## config.mk

```make
export PLATFORM = sky130hd
export DESIGN_NAME = ysyx_25040118_mem_arb
export DESIGN_NICKNAME = d
export VERILOG_FILES = /design/src/rtl/ysyx_25040118_mem_arb.sv
export SDC_FILE = /design/constraint.sdc
export NUM_CORES = 1
export LEC_CHECK = 0
export CAP_MARGIN = 5
export CORE_MARGIN = 2
export CORE_UTILIZATION = 38
export DETAILED_ROUTE_END_ITERATION = 8
export PLACE_DENSITY_LB_ADDON = 0.1
export SYNTH_ARGS = -nofsm -noshare
export SYNTH_HDL_FRONTEND = slang
export SYNTH_SLANG_ARGS = --single-unit
```

## constraint.sdc

```tcl
create_clock -name clk -period 2.1 [get_ports clk]
set_clock_uncertainty 0.1 [all_clocks]
set_input_delay 0.42 -clock clk [delete_from_list [all_inputs] [get_ports clk]]
set_output_delay 0.42 -clock clk [all_outputs]
set_load 0.05 [all_outputs]
```

## src/rtl/ysyx_25040118_mem_arb.sv

```systemverilog
// Round-robin arbiter sharing one memory port between the IFU and the LSU.
// One transaction in flight; out-of-range addresses and timeouts are answered locally with err=1.
module ysyx_25040118_mem_arb #(
  parameter logic [31:0] MEM_BASE = 32'h8000_0000,
  parameter logic [31:0] MEM_SIZE = 32'h0800_0000,
  parameter int          TIMEOUT  = 16
) (
  input  logic        clk,
  input  logic        rst,
  input  logic        ifu_req_valid,
  output logic        ifu_req_ready,
  input  logic [31:0] ifu_addr,
  output logic        ifu_resp_valid,
  output logic [31:0] ifu_rdata,
  output logic        ifu_resp_err,
  input  logic        lsu_req_valid,
  output logic        lsu_req_ready,
  input  logic [31:0] lsu_addr,
  input  logic        lsu_wen,
  input  logic [31:0] lsu_wdata,
  input  logic [3:0]  lsu_wmask,
  output logic        lsu_resp_valid,
  output logic [31:0] lsu_rdata,
  output logic        lsu_resp_err,
  output logic        mem_req_valid,
  input  logic        mem_req_ready,
  output logic [31:0] mem_addr,
  output logic        mem_wen,
  output logic [31:0] mem_wdata,
  output logic [3:0]  mem_wmask,
  input  logic        mem_resp_valid,
  input  logic [31:0] mem_rdata
);

  localparam logic [31:0] NOP   = 32'h0000_0013;
  localparam int          CNT_W = 16;

  typedef enum logic [1:0] {S_IDLE, S_REQ, S_WAIT, S_RESP} state_t;

  state_t             state_q, state_d;
  logic               owner_q, owner_d;   // 1 = LSU owns the transaction
  logic               last_q, last_d;     // 1 = LSU was granted last
  logic [CNT_W-1:0]   cnt_q, cnt_d;
  logic [31:0]        addr_q, addr_d;     // already rebased to the memory window
  logic               wen_q, wen_d;
  logic [31:0]        wdata_q, wdata_d;
  logic [3:0]         wmask_q, wmask_d;
  logic [31:0]        rdata_q, rdata_d;
  logic               err_q, err_d;

  logic        ifu_grant, lsu_grant, in_range, expired;
  logic [31:0] req_off, err_rdata;

  // Round-robin tie break: whoever was not granted last wins.
  assign ifu_grant = (state_q == S_IDLE) && ifu_req_valid && (!lsu_req_valid || last_q);
  assign lsu_grant = (state_q == S_IDLE) && lsu_req_valid && (!ifu_req_valid || !last_q);
  assign req_off   = (lsu_grant ? lsu_addr : ifu_addr) - MEM_BASE;
  assign in_range  = req_off < MEM_SIZE;
  assign expired   = cnt_q >= CNT_W'(TIMEOUT - 1);
  assign err_rdata = owner_q ? 32'h0 : NOP;

  always_comb begin
    state_d = state_q;
    owner_d = owner_q;
    last_d  = last_q;
    cnt_d   = cnt_q;
    addr_d  = addr_q;
    wen_d   = wen_q;
    wdata_d = wdata_q;
    wmask_d = wmask_q;
    rdata_d = rdata_q;
    err_d   = err_q;
    case (state_q)
      S_IDLE: begin
        if (ifu_grant || lsu_grant) begin
          owner_d = lsu_grant;
          last_d  = lsu_grant;
          addr_d  = req_off;
          wen_d   = lsu_grant && lsu_wen;
          wdata_d = lsu_grant ? lsu_wdata : 32'h0;
          wmask_d = lsu_grant ? lsu_wmask : 4'h0;
          cnt_d   = '0;
          if (in_range) begin
            state_d = S_REQ;
          end else begin
            state_d = S_RESP;
            err_d   = 1'b1;
            rdata_d = lsu_grant ? 32'h0 : NOP;
          end
        end
      end
      S_REQ: begin
        cnt_d = cnt_q + 1'b1;
        if (mem_req_ready) begin
          state_d = S_WAIT;
        end else if (expired) begin
          state_d = S_RESP;
          err_d   = 1'b1;
          rdata_d = err_rdata;
        end
      end
      S_WAIT: begin
        cnt_d = cnt_q + 1'b1;
        // A response on the expiry cycle still wins over the timeout.
        if (mem_resp_valid) begin
          state_d = S_RESP;
          err_d   = 1'b0;
          rdata_d = wen_q ? 32'h0 : mem_rdata;
        end else if (expired) begin
          state_d = S_RESP;
          err_d   = 1'b1;
          rdata_d = err_rdata;
        end
      end
      S_RESP: state_d = S_IDLE;
      default: state_d = S_IDLE;
    endcase
  end

  always_ff @(posedge clk or negedge rst) begin
    if (!rst) begin
      state_q <= S_IDLE;
      owner_q <= 1'b0;
      last_q  <= 1'b0;
      cnt_q   <= '0;
      addr_q  <= '0;
      wen_q   <= 1'b0;
      wdata_q <= '0;
      wmask_q <= '0;
      rdata_q <= '0;
      err_q   <= 1'b0;
    end else begin
      state_q <= state_d;
      owner_q <= owner_d;
      last_q  <= last_d;
      cnt_q   <= cnt_d;
      addr_q  <= addr_d;
      wen_q   <= wen_d;
      wdata_q <= wdata_d;
      wmask_q <= wmask_d;
      rdata_q <= rdata_d;
      err_q   <= err_d;
    end
  end

  assign ifu_req_ready  = rst && ifu_grant;
  assign lsu_req_ready  = rst && lsu_grant;

  assign mem_req_valid  = (state_q == S_REQ);
  assign mem_addr       = mem_req_valid ? addr_q  : 32'h0;
  assign mem_wen        = mem_req_valid && wen_q;
  assign mem_wdata      = mem_req_valid ? wdata_q : 32'h0;
  assign mem_wmask      = mem_req_valid ? wmask_q : 4'h0;

  assign ifu_resp_valid = (state_q == S_RESP) && !owner_q;
  assign ifu_rdata      = ifu_resp_valid ? rdata_q : 32'h0;
  assign ifu_resp_err   = ifu_resp_valid && err_q;
  assign lsu_resp_valid = (state_q == S_RESP) && owner_q;
  assign lsu_rdata      = lsu_resp_valid ? rdata_q : 32'h0;
  assign lsu_resp_err   = lsu_resp_valid && err_q;

endmodule

```

=== Word level (Yosys, flattened, before mapping) ===
Cells that the tools add are included.

* Bits of input ports: 139
* Output and inout bits: 140
* Bits in registers: 121

* Reduce and logical (&&, ||, !) cells: 25
* Magnitude comparators: 2
* Muxes and demuxes: 31
* $add $sub $neg: 2
* Eq/ne operators: 6

{| class="wikitable"
|+ Operators by type and width
! kind !! number
|-
| two-way mux 32 bit || 12
|-
| one-hot mux 32 bit (3 select lines) || 1
|-
| < comparator 32 x 28 -> 1 bit, second input constant || 1
|-
| one-hot mux 16 bit (2 select lines) || 1
|-
| subtractor 32 bit, second input constant || 1
|-
| adder 16 x 1 -> 16 bit, second input constant || 1
|-
| greater-or-equal comparator 16 x 4 -> 1 bit, second input constant || 1
|-
| two-way mux 16 bit || 1
|-
| logical AND 1 bit || 12
|-
| two-way mux 2 bit || 5
|-
| two-way mux 5 bit || 2
|-
| two-way mux 4 bit || 2
|-
| one-hot mux 2 bit (4 select lines) || 1
|-
| two-way mux 1 bit || 5
|-
| equality test 2 bit, second input constant || 2
|-
| != test 2 bit, second input constant || 2
|-
| AND reduction 2 bit || 2
|-
| AND reduction 4 bit || 1
|-
| zero test 1 bit || 3
|-
| logical OR 1 bit || 3
|-
| one-hot mux 1 bit (3 select lines) || 1
|-
| nonzero test 3 bit || 1
|-
| equality test 2 x 1 -> 1 bit, second input constant || 1
|-
| zero test 2 bit || 1
|-
| other kinds (3) || 3
|}

=== Depth between registers and ports, before layout ===
Gate-level depths: netlist (run 1).

* Depth in word-level cells: 9
* Depth in mapped cells: 10
* Gate-level depth less buffers: 7

=== Least setup slack after synthesis (run 1) ===
OpenSTA, ideal clock, no wires.

* Path kind: flip-flop to output port
* Start point: reg state_q[1]
* End point: out ifu_rdata[22]
* Stages on the path, launching flop included: 5
* Path slack: -0.469 ns
* Required time: 1.580 ns
* Buffers on the path: 1
* Data arrival time: 2.049 ns
* Cell sequence: dfrtp_1 > ha_1 > nor2b_1 > clkbuf_1 > and2_1

* Longest elaborated chain between the ends: 3

{| class="wikitable"
|+ Ends and longest elaborated chain
! what !! RTL line !! text
|-
| from (decl) || 40 || <nowiki>state_t state_q, state_d;</nowiki>
|-
| from (signal assigned) || 133 || <nowiki>state_q <= state_d;</nowiki>
|-
| equality test 2 bit || 155 || <nowiki>assign ifu_resp_valid = (state_q == S_RESP) && !owner_q;</nowiki>
|-
| logical AND 1 bit || 155 ||
|-
| net ifu_resp_valid || 13 || <nowiki>output logic ifu_resp_valid,</nowiki>
|-
| two-way mux 32 bit || 156 || <nowiki>assign ifu_rdata = ifu_resp_valid ? rdata_q : 32'h0;</nowiki>
|-
| to (decl) || 14 || <nowiki>output logic [31:0] ifu_rdata,</nowiki>
|}

The timed path passes the listed nets, and every way through them passes these cells.

=== Final worst setup path (run 1) ===
* Start point: reg state_q[1]
* End point: out ifu_rdata[29]

* Longest elaborated chain between the ends: 3

{| class="wikitable"
|+ Ends and longest elaborated chain
! what !! RTL line
|-
| equality test 2 bit || 155
|-
| logical AND 1 bit || 155
|-
| two-way mux 32 bit || 156
|}

Every way passes these cells.

==> results of run 1 <==
-- per-stage QoR --
step                      utilization  area (sq um)  power [uW]  setup TNS, ns  hold WS (ns)
after floorplan                     -          6270        8030          -7.79        0.0244
after global placement          0.688         10900       11100         -16.34         0.147
after detailed placement        0.688         10900       11400         -19.63         0.150
after CTS                       0.756         12000       15500         -24.51        0.0121
after global routing            0.788         12500       17100         -32.05        0.0535
final                           0.788         12500       16300         -24.94        0.0271
-- flip-flops by register name, summed over array words and instances, names as in the netlist, 2 cells and up --
signal   count
cnt_q       16
addr_q      32
rdata_q     32
state_q      2
wmask_q      4
wdata_q     32
-- power by group --
group          switching [uW]  leakage [uW]  total [uW]  internal, uW
clock network            1070      0.000294        3030          1960
logic                    4700       0.00379        9370          4670
registers                 687       0.00158        3950          3260
-- critical path: stages (launching register included) --
cell and delay, ns:
dfrtp_1 0.39, buf_6 0.12, ha_4 0.12, nor2b_4 0.28
clkbuf_16 0.22, and2_4 0.16, buf_12 0.13
-- layout by cell type (no fill, tap or decap), drive strengths merged, types with 6 or more instances in the layout --
cell type	netlist	layout
mux2i	33	33
ha	7	7
and3	35	35
a21oi	7	7
clkinv	0	7
nor2	20	20
and2	106	106
o21ai	37	37
nor4	8	8
clkdlybuf4s50	0	137
dfrtp	121	121
buf	20	201
nand2	48	48
a22o	70	70
clkbuf	26	22
xor2	10	10
nand3	12	12
inv	6	6
-- worst paths after layout --
check                                 from       endpoint  slack [ns]  depth (start not counted)
worst max register to register  state_q[1]      cnt_q[12]       -0.03                         10
worst min-delay path                   rst     state_q[1]        0.03                          2
worst max-delay path            state_q[1]  ifu_rdata[29]       -0.27                          6
max in group asynchronous              rst       cnt_q[0]        1.36                          2
worst min register to register   addr_q[9]      addr_q[9]        0.38                          2
min in group clk                 addr_q[9]      addr_q[9]        0.38                          2
-- logic make-up after synthesis --
kind of cell | synth area share
and+or+nand+nor | 0.227
buffers and inverters | 0.0377
DFF | 0.494
AOI/OAI and AO/OA | 0.152
adders and majority gates | 0.0143
muxes | 0.0557
xor gates and xnor gates | 0.0200
-- area by class of cell --
cell class              instances  area (sq um)
multi-input cells             426          3410
clock inverters                14           181
diodes                          1          2.50
clock buffers                  17           425
fillers                       917          3360
flip-flops and latches        121          3030
repair buffers                344          5130
well taps                     216           270
inverters                       6          22.5
-- what timing repair did --
action,CTS,global route
resized for setup,109,70
pin swaps,1,7
endpoints found under the setup margin,139,192
gates cloned,8,7
setup buffers,7,9
hold buffers,1,0
endpoints found under the hold margin,3,0
-- metal layers --
layer,vias up,GRT usage
met5,-,0
met2,291,0.451
li1,2751,-
met1,2977,0.293
met4,0,0.0964
met3,56,0.0938
==> flow_summary.toml, run 1 <==
[worst_setup_path]
critical_path_class = "reg -> out"
path_max_fanout = 8
cp-start-kind = "flop"
endpoint_kind = "output port"
cp.arrival_ns = 1.85
crit_required_ns = 1.58

[synthesis]
ys_top_cells_by_area = "dfrtp_1 (49%), and2_1 (11%), a22o_1 (10%)"
synth_top_area_frac = 0.494
yosys-top-cells-count = "dfrtp_1 (121), and2_1 (106), a22o_1 (70)"
synth_edf_count = 0
synth_cell_type_count = 42
synth.largest_area_cell = "dfrtp_1"
syn_area_per_cell_sq_um = 10.2
synthFlopType = "dfrtp_1"
synth_cells = 599
yosysSeqAreaShare = 0.494
syn-num-nets = 745
ys_seq_elements = 121
synth_area_sq_mm = 0.00613
ys_warn_count = 0
yosysMostFrequentCell = "dfrtp_1"
synthArstFlopShare = 1.00

[power]
leakagePower_uw = 0.00566
powerDensity_mw_per_mm2 = 1310
peakVddDrop_mv = 0.773

[sta]
worst_pin_slew_ns = 0.564
period_minus_slack_ns = 2.37
fin_ws_ns = -0.268
report.final.slew_viol_count = 0
hold_viol = 0
grt_setup_unrepaired = "yes"
post-route-period-util = 1.13
setup_viol = 140
slew_headroom = 0.624
fmax_ghz = 0.422

[floorplanning]
fp.coreArea_sq_mm = 0.0158
initial_core_util = 0.388
num_rows = 46
die_area_sq_mm = 0.0172
die-width_microns = 131
die_y_microns = 131
ios = 279

[clock_tree]
cts_max_path_buffers = 2
root_buffer = "clkbuf_16"
clk_latency_ns = 0.42
cts_tree = "done"
cts.sinks = 121
path_clk_slew_ns = 0.06
cts_buffers = 17
htree_levels = 4

[status]
failed_checks = "negative setup slack"
outcome = "finished with violations"

[drt]
top_layer_used = "met4"
routed_wl_mm = 23.9
firstDrtPassIters = 4
num_vias = 6075
wl_per_cell_microns = 20.9
drc = 0
route.met3.wl_mm = 2.13
antenna_left = 0
met2RoutedLength_mm = 12.3
drt_iter0_markers = 276
routed_via_density = 5.31
met1_length_mm = 8.77

[global_routing]
grt_overflow = 0
grt_pass1_wl_mm = 33.8
grt_antenna_before_repair = 0
grt_pass1_vias = 6157
grtUsageTotal = 0.259
grt_start_max_net_pins = 90

[hold_path]
hold_path_class = "in -> async"

[placement]
placed_cells = 1082
pre_cts_ws_ns = -0.337
io_buffers = 278
globalplace.congestion = 0.860
hpwl_mm = 15.4

[final_layout]
area_growth_pct = 103
stdcell_count = 1145
finalNetCount = 1062
drive_gt1_frac = 0.428

[job]
drv_cap = 0
Power figures use the tool's default switching activity.
==> inputs of run 2 (changes only) <==
Settings changed: CORE_MARGIN 2 to not set.
==> flow_summary.toml, run 2 (same netlist as run 1, synthesis figures left out) <==
[worst_setup_path]
worst-r2r-cell-count = 10
crit_required_ns = 1.58
endpoint_kind = "output port"
critical_path_class = "reg -> out"
cp.arrival_ns = 1.81
path_max_fanout = 8
cp-start-kind = "flop"

[final_layout]
final_common_cell = "buf_12"
reg.largest.list = "addr_q: 32 flops, rdata_q: 32 flops, wdata_q: 32 flops"
layout_common_cells = "buf_12 (147), clkdlybuf4s50_1 (137), dfrtp_1 (121)"
diodes = 0
finalNetCount = 1043
drive_gt1_frac = 0.415
stdcell_count = 1126
fin_util = 0.762
area_growth_pct = 96.7
fin_area_sq_mm = 0.0121

[status]
outcome = "finished with violations"
failed_checks = "negative hold slack, negative setup slack"

[sta]
period_minus_slack_ns = 2.33
setup_viol = 140
setup-tns-final_ns = -22.15
post-route-period-util = 1.11
grt_setup_unrepaired = "yes"
slew_headroom = 0.520
report.final.slew_viol_count = 0
fin_ws_ns = -0.232
fmax_ghz = 0.429
whs_ns = -0.00461
worst_pin_slew_ns = 0.717
hold_viol = 8

[placement]
io_buffers = 278
placed_cells = 1084
hpwl_mm = 14.6
dpl-instance-area_sq_mm = 0.0109
globalplace.congestion = 0.850

[drt]
drc = 0
drt_iter0_markers = 183
num_vias = 5828
routed_via_density = 5.18
routed_wl_mm = 21.0
antenna_left = 0
wl_per_cell_microns = 18.6
firstDrtPassIters = 4

[power]
peakVddDrop_mv = 0.801
leakagePower_uw = 0.00548
powerDensity_mw_per_mm2 = 1280
power_uw = 15400

[floorplanning]
die_area_sq_mm = 0.0167
die-width_microns = 129
num_rows = 46
fp.coreArea_sq_mm = 0.0158
ios = 279
die_y_microns = 129
initial_core_util = 0.388

[clock_tree]
cts.sinks = 121
root_buffer = "clkbuf_16"
path_clk_slew_ns = 0.05
cts_tree = "done"
cts_buffers = 17
clk_latency_ns = 0.41
htree_levels = 4
cts_max_path_buffers = 2

[hold_path]
hold_path_class = "in -> async"

[global_routing]
grt.busiest_layer = "met2"
grt_start_max_net_pins = 75
grt_antenna_before_repair = 0
use_met2 = 0.443
use_met1 = 0.297
grt_pass1_vias = 6037
grt_pass1_wl_mm = 32.7
gr-usage-met3 = 0.0863
grt_overflow = 0
grtUsageTotal = 0.259

[job]
drv_cap = 0
==> run 2: cell count changes in the layout (fill, tap and decap cells not counted), sizes merged <==
cell / change
buf: -14
clkbuf: -4
clkinvlp: -2
bufinv: +1
diode: -1
inv: +1
==> run 2: report_power, final <==
| group | total (uW) | switching, uW | internal, uW |
|---|---|---|---|
| Combinational | 8310 | 4360 | 3960 |
| Sequential | 3950 | 691 | 3260 |
| Clock | 3170 | 1050 | 2120 |
==> run 2: stage by stage <==
step,hold WS (ns),worst slack [ns]
2_1_floorplan,0.0244,-0.105
3_3_place_gp,0.207,-0.354
4_1_cts,0.000908,-0.233
6_report,-0.00461,-0.232
3_5_place_dp,0.210,-0.376
5_1_grt,0.0230,-0.292
==> run 2: final timing paths <==
check | startpoint | slack (ns) | to
max in group asynchronous | rst | 0.88 | cnt_q[6]
setup / recovery | state_q[0] | -0.23 | ifu_rdata[7]
min in group clk | addr_q[23] | 0.37 | addr_q[23]
setup reg to reg | state_q[1] | 0.07 | cnt_q[12]
hold / removal | rst | -0.005 | addr_q[20]
hold reg to reg | addr_q[23] | 0.37 | addr_q[23]
==> run 2: repair_timing <==
item                                    in CTS  in global routing
pin swaps                                    9                  3
hold buffers                                 1                  0
cloned                                       4                  0
gates resized for setup                    123                 16
endpoints found under the setup margin     140                186
hold endpoints to repair                    14                  0
buffers inserted                             8                  0
==> run 2: critical path: stages, from the launching register on <==
cell,delay (ns)
dfrtp_1,0.36
buf_6,0.11
ha_4,0.13
nor2b_4,0.22
buf_12,0.16
buf_16,0.12
and2_4,0.16
buf_12,0.13
==> run 2: cell type report <==
type / count / area [sq um]
clock buffer: 18 / 439
clock inverter: 14 / 201
fill: 959 / 3760
inverter: 6 / 22.5
multi-input combinational: 426 / 3380
sequential: 121 / 3030
tap: 216 / 270
timing repair buffer: 325 / 4720
==> run 2: routing by layer <==
layer | up-vias | wire length [microns]
met3 | 36 | 1600
met4 | 0 | 560
met5 | - | 0
met1 | 2841 | 7960
li1 | 2697 | -
met2 | 254 | 10900
==> inputs of run 3 (changes only) <==
Settings changed: CORE_MARGIN set to 4, MAX_ROUTING_LAYER set to met4.
==> flow_summary.toml, run 3 (same netlist as run 1, synthesis figures left out) <==
[sta]
fin_ws_ns = -0.220
fmax_ghz = 0.431
worst_pin_slew_ns = 0.857
grt_setup_unrepaired = "yes"
slew_headroom = 0.427
report.final.slew_viol_count = 0
post-route-period-util = 1.10
period_minus_slack_ns = 2.32
hold_viol = 0
setup_viol = 139

[floorplanning]
ios = 279
die_y_microns = 135
die_area_sq_mm = 0.0182
fp.coreArea_sq_mm = 0.0158
num_rows = 46
initial_core_util = 0.388
die-width_microns = 135

[worst_setup_path]
cp_cell_sequence = "buf_6 > ha_4 > nor2b_4 > clkbuf_16 > and2_4 > buf_12"
max_stage_delay_ns = 0.37
endpoint_kind = "output port"
cp.arrival_ns = 1.80
crit_required_ns = 1.58
cp-start-kind = "flop"
path_max_fanout = 17
slowest_stage = "dfrtp_1"
critical_path_class = "reg -> out"

[final_layout]
fin_area_sq_mm = 0.0123
final_common_cell = "buf_12"
fin_util = 0.774
diodes = 0
layout_common_cells = "buf_12 (154), clkdlybuf4s50_1 (137), dfrtp_1 (120)"
drive_gt1_frac = 0.425
reg.largest.list = "addr_q: 32 flops, rdata_q: 32 flops, wdata_q: 32 flops"
finalNetCount = 1052
area_growth_pct = 99.8

[global_routing]
grt_pass1_wl_mm = 34.4
grt_pass1_vias = 6295
gr-usage-met3 = 0.0835
grt_overflow = 0
grtUsageTotal = 0.249
grt.busiest_layer = "met2"
use_met2 = 0.400
grt_antenna_before_repair = 0
use_met1 = 0.296
grt_start_max_net_pins = 62

[power]
leakagePower_uw = 0.00556
powerDensity_mw_per_mm2 = 1290
peakVddDrop_mv = 0.645

[clock_tree]
root_buffer = "clkbuf_16"
clk_latency_ns = 0.41
cts_buffers = 17
cts.sinks = 121
htree_levels = 4
path_clk_slew_ns = 0.05
cts_tree = "done"
cts_max_path_buffers = 2

[status]
outcome = "finished with violations"
failed_checks = "negative setup slack"

[drt]
drc = 0
antenna_left = 0
firstDrtPassIters = 4
routed_wl_mm = 23.1
drt_iter0_markers = 272
routed_via_density = 5.25
wl_per_cell_microns = 20.3
num_vias = 5959

[placement]
hpwl_mm = 15.8
globalplace.congestion = 0.886
dpl-instance-area_sq_mm = 0.0110
io_buffers = 278
pre_cts_ws_ns = -0.540

[job]
drv_cap = 0

[hold_path]
hold_path_class = "in -> async"
[run 3: cell type report]
class	count	area, sq um
inverters	6	22.5
repair buffers	334	4900
well taps	216	270
clock buffers	19	443
multi-input cells	426	3430
clock inverters	13	166
flip-flops and latches	121	3030
fillers	967	3570
[run 3: worst paths after layout]
check                      startpoint  slack (ns)           end  depth (start not counted)
setup / recovery           state_q[0]       -0.22  ifu_rdata[4]                          6
hold / removal                    rst        0.02         err_q                          2
setup reg to reg           state_q[1]        0.04   rdata_q[20]                          8
hold reg to reg            addr_q[19]        0.38    addr_q[19]                          2
max in group asynchronous         rst        1.11        last_q                          3
min in group clk           addr_q[19]        0.38    addr_q[19]                          2
[run 3: per-layer routing]
layer | vias up | routed length (microns)
li1 | 2726 | -
met1 | 2922 | 9030
met2 | 273 | 11500
met3 | 38 | 1990
met4 | 0 | 593
met5 | - | 0
[run 3: power by group]
group	switching (uW)	internal, uW	total [uW]
sequential	723	3260	3990
combinational	4540	4310	8840
clock	1100	1910	3010
[run 3: critical path: cells and delay by family (launching register included)]
kind / cells / cell delay (ns)
buffers and inverters: 3 / 0.48
AND/OR/NAND/NOR: 2 / 0.40
flip-flops: 1 / 0.37
adder cells (fa/ha/maj): 1 / 0.13
[run 3: timing repair]
action | CTS | global route
hold buffers | 1 | 0
gates cloned | 2 | 6
setup endpoints to repair | 168 | 186
endpoints found under the hold margin | 24 | 0
setup buffers | 5 | 3
gates resized for setup | 70 | 100
pin swaps | 3 | 14
[run 3: per-stage QoR]
stage | total power, uW | hold slack [ns] | std cells | setup TNS (ns)
floorplan | 8030 | 0.0244 | 599 | -7.79
global placement | 11300 | 0.352 | 1087 | -19.93
detailed placement | 11600 | 0.363 | 1087 | -23.05
CTS | 15100 | 0.00742 | 1127 | -23.12
global route | 16600 | 0.0445 | 1135 | -30.09
finish | 15800 | 0.0183 | 1135 | -22.38
